==> config.mk <==
export PLATFORM = sky130hd
export DESIGN_NAME = sonar_sequencer
export DESIGN_NICKNAME = d
export VERILOG_FILES = /design/src/rtl/sonar_sequencer.sv
export SDC_FILE = /design/constraint.sdc
export NUM_CORES = 1
export LEC_CHECK = 0
export CAP_MARGIN = 20
export CORE_MARGIN = 5
export CORE_UTILIZATION = 45
export CTS_CLUSTER_DIAMETER = 60
export CTS_CLUSTER_SIZE = 40
export DETAILED_ROUTE_END_ITERATION = 8
export PLACE_DENSITY = 0.66
export SLEW_MARGIN = 0
export SYNTH_ARGS = -nofsm -noshare
export SYNTH_HDL_FRONTEND = slang
export SYNTH_SLANG_ARGS = --single-unit
==> constraint.sdc <==
create_clock -name clock -period 3.9 [get_ports clock]
set_input_delay 0.975 -clock clock [delete_from_list [all_inputs] [get_ports clock]]
set_output_delay 0.975 -clock clock [all_outputs]
set_load 0.005 [all_outputs]
==> src/rtl/sonar_sequencer.sv <==
// Round-robin sonar sequencer: fires each enabled sensor in turn, ships its result, then idles for a guard gap.
// Latency: first med_start 2 clocks after ligar is sampled; all outputs registered. Optional timeout via SONAR_SEQ_TIMEOUT_EN.
// Backpressure: waits on med_fim[sel] from the sensor and tx_pronto from the transmitter before advancing.
module sonar_sequencer #(
    parameter int TIMEOUT_CICLOS = 1500000,
    parameter int GUARDA_CICLOS  = 50000
) (
    input  logic       clock,
    input  logic       reset,
    input  logic       ligar,
    input  logic       continuo,
    input  logic [2:0] mask,
    input  logic [2:0] med_fim,
    input  logic       tx_pronto,
    output logic [2:0] med_start,
    output logic       tx_start,
    output logic [1:0] sel,
    output logic [2:0] timeout,
    output logic       ocupado,
    output logic       pronto,
    output logic [3:0] db_estado
);

    localparam logic [3:0] S_IDLE       = 4'd0;
    localparam logic [3:0] S_PREPARA    = 4'd1;
    localparam logic [3:0] S_INICIA     = 4'd2;
    localparam logic [3:0] S_ESPERA_MED = 4'd3;
    localparam logic [3:0] S_TRANSMITE  = 4'd4;
    localparam logic [3:0] S_ESPERA_TX  = 4'd5;
    localparam logic [3:0] S_GUARDA     = 4'd6;
    localparam logic [3:0] S_FIM        = 4'd7;

    // A zero-length wait still costs one clock in its state.
    localparam int T_EFF   = (TIMEOUT_CICLOS < 1) ? 1 : TIMEOUT_CICLOS;
    localparam int G_EFF   = (GUARDA_CICLOS < 1) ? 1 : GUARDA_CICLOS;
    localparam int CNT_MAX = (T_EFF > G_EFF) ? T_EFF : G_EFF;
    localparam int CW      = $clog2(CNT_MAX + 1);
    localparam logic [CW-1:0] G_LAST = CW'(G_EFF - 1);
`ifdef SONAR_SEQ_TIMEOUT_EN
    localparam logic [CW-1:0] T_LAST = CW'(T_EFF - 1);
`endif

    logic [3:0]    state_q, state_d;
    logic [1:0]    sel_q, sel_d;
    logic [CW-1:0] cnt_q, cnt_d, cnt_inc;
    logic [2:0]    visited_q, visited_d;
    logic [2:0]    mask_q, mask_d;
    logic [2:0]    timeout_q, timeout_d;
    logic [2:0]    med_start_q, med_start_d;
    logic          tx_start_q, tx_start_d;
    logic          pronto_q, pronto_d;
    logic          ocupado_q, ocupado_d;
    logic [2:0]    sel_oh;
    logic [2:0]    pending;

    always_comb begin
        state_d   = state_q;
        sel_d     = sel_q;
        cnt_d     = cnt_q;
        visited_d = visited_q;
        mask_d    = mask_q;
        timeout_d = timeout_q;
        sel_oh    = 3'b001 << sel_q;
        pending   = mask_q & ~visited_q;
        cnt_inc   = (cnt_q == {CW{1'b1}}) ? cnt_q : cnt_q + 1'b1;

        case (state_q)
            S_IDLE: begin
                if (ligar) begin
                    mask_d    = mask;
                    visited_d = 3'b000;
                    timeout_d = 3'b000;
                    state_d   = S_PREPARA;
                end
            end
            S_PREPARA: begin
                if (pending[0]) begin
                    sel_d   = 2'd0;
                    state_d = S_INICIA;
                end else if (pending[1]) begin
                    sel_d   = 2'd1;
                    state_d = S_INICIA;
                end else if (pending[2]) begin
                    sel_d   = 2'd2;
                    state_d = S_INICIA;
                end else begin
                    state_d = S_FIM;
                end
            end
            S_INICIA: begin
                cnt_d   = '0;
                state_d = S_ESPERA_MED;
            end
            S_ESPERA_MED: begin
                // A done pulse on the expiry clock takes priority over the timeout.
                if (|(med_fim & sel_oh)) begin
                    state_d = S_TRANSMITE;
`ifdef SONAR_SEQ_TIMEOUT_EN
                end else if (cnt_q >= T_LAST) begin
                    timeout_d = timeout_q | sel_oh;
                    cnt_d     = '0;
                    state_d   = S_GUARDA;
`endif
                end else begin
                    cnt_d = cnt_inc;
                end
            end
            S_TRANSMITE: begin
                state_d = S_ESPERA_TX;
            end
            S_ESPERA_TX: begin
                if (tx_pronto) begin
                    cnt_d   = '0;
                    state_d = S_GUARDA;
                end
            end
            S_GUARDA: begin
                if (cnt_q >= G_LAST) begin
                    visited_d = visited_q | sel_oh;
                    state_d   = S_PREPARA;
                end else begin
                    cnt_d = cnt_inc;
                end
            end
            S_FIM: begin
                if (continuo) begin
                    mask_d    = mask;
                    visited_d = 3'b000;
                    timeout_d = 3'b000;
                    state_d   = S_PREPARA;
                end else begin
                    state_d = S_IDLE;
                end
            end
            default: state_d = S_IDLE;
        endcase

        // Pulses are decoded from the next state so they line up with the state they belong to.
        med_start_d = (state_d == S_INICIA) ? (3'b001 << sel_d) : 3'b000;
        tx_start_d  = (state_d == S_TRANSMITE);
        pronto_d    = (state_d == S_FIM);
        ocupado_d   = (state_d != S_IDLE);
    end

    always_ff @(posedge clock or posedge reset) begin
        if (reset) begin
            state_q     <= S_IDLE;
            sel_q       <= 2'd0;
            cnt_q       <= '0;
            visited_q   <= 3'b000;
            mask_q      <= 3'b000;
            timeout_q   <= 3'b000;
            med_start_q <= 3'b000;
            tx_start_q  <= 1'b0;
            pronto_q    <= 1'b0;
            ocupado_q   <= 1'b0;
        end else begin
            state_q     <= state_d;
            sel_q       <= sel_d;
            cnt_q       <= cnt_d;
            visited_q   <= visited_d;
            mask_q      <= mask_d;
            timeout_q   <= timeout_d;
            med_start_q <= med_start_d;
            tx_start_q  <= tx_start_d;
            pronto_q    <= pronto_d;
            ocupado_q   <= ocupado_d;
        end
    end

    assign med_start = med_start_q;
    assign tx_start  = tx_start_q;
    assign sel       = sel_q;
    assign timeout   = timeout_q;
    assign ocupado   = ocupado_q;
    assign pronto    = pronto_q;
    assign db_estado = state_q;

endmodule
# Yosys cells after proc, flatten, opt, wreduce, memory -nomap -nowiden

Cells that the tools add are included.

Input port bits: 11
Word-level logic and storage cells: 71
Output and inout bits: 15
Register bits: 42

Equal/unequal tests: 17
Muxes and demuxes: 27
Bitwise gates (word level): 4
$lt $le $gt $ge: 1
Shift-type cells: 2
Add/subtract/negate cells: 1
Reduce and logical (&&, ||, !) cells: 9

Operators by type and width:

| cell                  | count |
|---|---|
| $mux 21               | 4 |
| $pmux 21 s4           | 1 |
| $pmux 4 s8            | 1 |
| $mux 3                | 9 |
| $eq 4x3->1 const B    | 6 |
| $add 21x1->21 const B | 1 |
| $eq 21x21->1 const B  | 1 |
| $ge 21x16->1 const B  | 1 |
| $mux 4                | 4 |
| $eq 4x2->1 const B    | 3 |
| $ne 2x2->1 const B    | 6 |
| $pmux 3 s2            | 2 |
| $pmux 3 s3            | 1 |
| $mux 2                | 4 |
| $reduce_and 4->1      | 2 |
| $reduce_bool 4->1     | 2 |
| $and 3x3->3           | 2 |
| $shl 1x2->3 const A   | 2 |
| $eq 4x1->1 const B    | 1 |
| $logic_not 4->1       | 1 |
| $not 3->3             | 1 |
| $or 3x3->3            | 1 |
| $reduce_and 3->1      | 1 |
| $reduce_bool 3->1     | 1 |
| 3 further kinds       | 3 |

# Depth between registers and ports, before layout

Depth in word-level cells: 8
Gate-level depth with buffers: 8

# Least setup slack after synthesis

No wires, ideal clock.

Path kind: input port to flip-flop
Start: input port ligar
End: register mask_q[0]
Setup slack: 1508 ps
Arrival: 2267 ps
Buffers on the path: 0
Stages on the path: 3
Cell sequence: or4b_2 a21oi_1 mux2_2

Longest elaborated chain between the ends: 2

Ends and longest elaborated chain:

| item                       | line | source |
|---|---|---|
| start: declaration         | 10   | `input logic ligar,` |
| $ne 2x2->1 (no line)       | -    |  |
| $reduce_and 3->1 (no line) | -    |  |
| end signal: assignment     | 162  | `mask_q <= mask_d;` |
| end: declaration           | 47   | `logic [2:0] mask_q, mask_d;` |

No other way between the ends.
A chain may end at the register's enable or synchronous reset.

# Worst setup path after layout

Start: input port med_fim[1]
End: register cnt_q[9]

Longest elaborated chain between the ends: 4

Ends and longest elaborated chain:

| item                       | line | source |
|---|---|---|
| start: declaration         | 13   | `input logic [2:0] med_fim,` |
| $and 3x3->3                | 96   | `if (\|(med_fim & sel_oh)) begin` |
| $reduce_or 3->1            | 96   |  |
| $ne 2x2->1 (no line)       | -    |  |
| $reduce_and 4->1 (no line) | -    |  |
| end signal: assignment     | 160  | `cnt_q <= cnt_d;` |
| end: declaration           | 45   | `logic [CW-1:0] cnt_q, cnt_d, cnt_inc;` |

No other way between the ends.

==> qor.csv <==
stage,metric,value,unit
run_status,status,"finished, final reports clean",
synth,yosys-top-cells-area,"dfrtp_1 (43%), a21oi_1 (5.5%), nand2_1 (4.3%)",
grt,gr-total-overflow,0,
synth,synthAdderAreaFrac,0.546,%
synth,synth_top_family_by_area,simple AND/OR/NAND/NOR gates,
job,max_cap_violations,0,
drt,wirelength,4.91,mm
synth,synth_edf_count,0,
drt,vias,1936,
timing,min_period,2820,ps
synth,async_flop_share,100,%
floorplanning,num_rows,26,
timing,fmax,355,MHz
worst_hold_path,holdCritStartpoint,mask_q[1],
synth,yosysMostFrequentCell,dfrtp_1,
worst_setup_path,arrival,3030,ps
grt,grt_pass1_vias,1859,
worst_hold_path,hold_depth,1,
finish,nNetsFinal,281,
place,io_buffers,22,
worst_setup_path,critPathMaxFanout,28,
timing,setup_viol,0,
synth,synth-main-ff-cell,dfrtp_1,
clock_network,cts_hold_buf,0,
timing,fin_skew,8.75,ps
worst_setup_path,endpoint_kind,flip-flop,
grt,grt_max_degree,40,
power,p_leak,1.03,nW
worst_setup_path,r2r-start,cnt_q[19],
worst_setup_path,worstReg2RegEnd,cnt_q[9],
synth,synth_top_area_share,42.6,%
timing,slew_headroom,63.4,%
grt,grt_pass1_wl,8.46,mm
timing,finalCritPeriodShare,72.3,%
synth,synth.distinct_cells,53,
timing,worst_slew_pin_slew,543,ps
floorplanning,fp.dieW,81.4,um
clock_network,htree_levels,2,
clock_network,post_cts_resized,0,
power,max-vdd-ir-drop,209,uV
finish,num_antenna_cells,0,
floorplanning,initial_core_util,45.5,%
timing,drv_slew,0,
worst_hold_path,hold_path_class,flip-flop to flip-flop,
synth,synth-seq-area-share,42.6,%
clock_network,numCtsBuffers,5,
drt,drt_iter0_markers,107,
worst_hold_path,min_to,mask_q[1],
power,powerDensity,437,nW/um2
synth,synthXorXnorAreaFrac,0.382,%
finish,area.growth.synth_to_final,13.9,%
floorplanning,dieArea,6620,um2
worst_setup_path,rrSetupSlack,1390,ps
worst_setup_path,rr_worst_depth,6,
clock_network,cts-root-buf,clkbuf_8,
synth,synth-seq-cells,39,
clock_network,clk_latency,290,ps
synth,avgSynthCellArea,9.21,um2
worst_setup_path,worst-setup-path-type,input port to flip-flop,
drt,drc,0,
place,dp.final_hpwl,3.59,mm
floorplanning,die_height,81.4,um
drt,post_drt_wl_per_cell,14.5,um
finish,stdcell_count,340,
clock_network,cts_buffer_depth,2,
synth,synth_commonest_cells,"dfrtp_1 (39), nand2_1 (26), a21oi_1 (25)",
synth,yosys.area_share.simple,31.1,%
finish,drive_gt1_share,8.52,%
timing,finalSetupTns,0,ps
clock_network,cts_tree,yes,
clock_network,clk_pin_slew,80,ps
synth,netlist_area,2290,um2
clock_network,cts.sinks,39,
synth,yosysWarnings,0,
synth,synth-compound-area-share,17.7,%
drt,ant_nets,0,
worst_setup_path,cp-start-kind,input port,
grt,track_usage,16.4,%
synth,yosys.area.top_type,dfrtp_1,
timing,hold_violations,0,
synth,synth_mux_area_share,2.40,%
place,placed_cells,332,
synth,syn_inst,249,
place,gp_congestion,0.833,
drt,viasPerCell,5.69,
floorplanning,core-area,5040,um2
floorplanning,pin_count,26,
grt,grt_antenna_before_repair,0,
drt,dr.pass1.iters,4,
timing,grt_setup_unrepaired,false,
clock_network,cts_setup_buffers,0,
worst_setup_path,critPathRequiredTime,4110,ps
kinds of logic (layout without fill, tap and decap cells):
kind of cell    count (synthesis)  after routing
simple gates                  122            122
compound gates                 61             61
flops                          39             39
buf+inv                        19             37
mux                             5              5
fa+ha+maj                       1              1
other cells                     1              4
xor+xnor                        1              1
where the power goes:
group	total [mW]	internal, mW	switching (mW)
registers	0.527	0.455	0.0723
logic	0.356	0.175	0.181
clock network	0.258	0.125	0.132
layout by cell type, fill, tap and decap left out, types with 2 or more instances in the layout:
| master | count |
|---|---|
| or4_1 | 10 |
| conb_1 | 4 |
| nor2_1 | 17 |
| clkdlybuf4s50_1 | 22 |
| dfrtp_1 | 39 |
| inv_1 | 5 |
| clkbuf_1 | 2 |
| o21ai_0 | 11 |
| nand2b_1 | 5 |
| a31oi_1 | 3 |
| or3_1 | 12 |
| mux2_2 | 4 |
| nand3_1 | 8 |
| and2_1 | 5 |
| buf_4 | 2 |
| a21oi_1 | 25 |
| nor4_1 | 2 |
| clkbuf_8 | 5 |
| nand4_1 | 6 |
| nor2b_1 | 6 |
| o31ai_1 | 10 |
| and3_1 | 4 |
| nand2_1 | 26 |
| nor3_1 | 8 |
sequential cells by signal, indices dropped and copies added, names as in the netlist:
signal     cells
cnt_q         21
db_estado      4
mask_q         3
med_start      3
visited_q      3
sel            2
ocupado        1
pronto         1
tx_start       1
critical path, stage by stage:
cell and delay [ps]:
clkdlybuf4s50_1 400, mux2i_1 200, a221oi_1 150, o22ai_2 250, nand4_4 330, or4_1 560, a21oi_1 170
layer usage:
| layer | global-route usage [%] | vias up | part of all wire (%) |
|---|---|---|---|
| met5 | 0 | - | 0 |
| met4 | 7.09 | 0 | 1.9 |
| met3 | 3.44 | 10 | 3.7 |
| met2 | 27.0 | 34 | 49 |
| met1 | 20.7 | 938 | 45 |
| li1 | - | 954 | - |
worst max path at each step:
stage / to / slack (ps) / startpoint
2_1_floorplan: mask_q[0] / 1510 / ligar
3_3_place_gp: cnt_q[17] / 840 / med_fim[1]
3_5_place_dp: cnt_q[17] / 790 / med_fim[1]
4_1_cts: cnt_q[17] / 1090 / med_fim[1]
5_1_grt: cnt_q[15] / 910 / med_fim[1]
6_report: cnt_q[9] / 1080 / med_fim[1]
area by class of cell:
class / instances / area, um2
sequential: 39 / 976
fill: 474 / 2430
tap: 70 / 87.6
inverter: 5 / 18.8
clock inverter: 1 / 5.00
timing repair buffer: 24 / 235
multi-input combinational: 194 / 1210
clock buffer: 7 / 76.3
stage by stage:
stage	worst slack, ps	hold slack, ps	util [%]	total power [mW]	area [um2]
global placement	843	479	50.1	0.891	2530
CTS	1090	507	51.8	1.15	2610
finish	1080	502	51.8	1.14	2610
floorplan	1510	463	-	0.778	2300
global route	910	531	51.8	1.23	2610
detailed placement	792	489	50.1	0.893	2530
No activity file was read; power rests on OpenSTA's default activity.
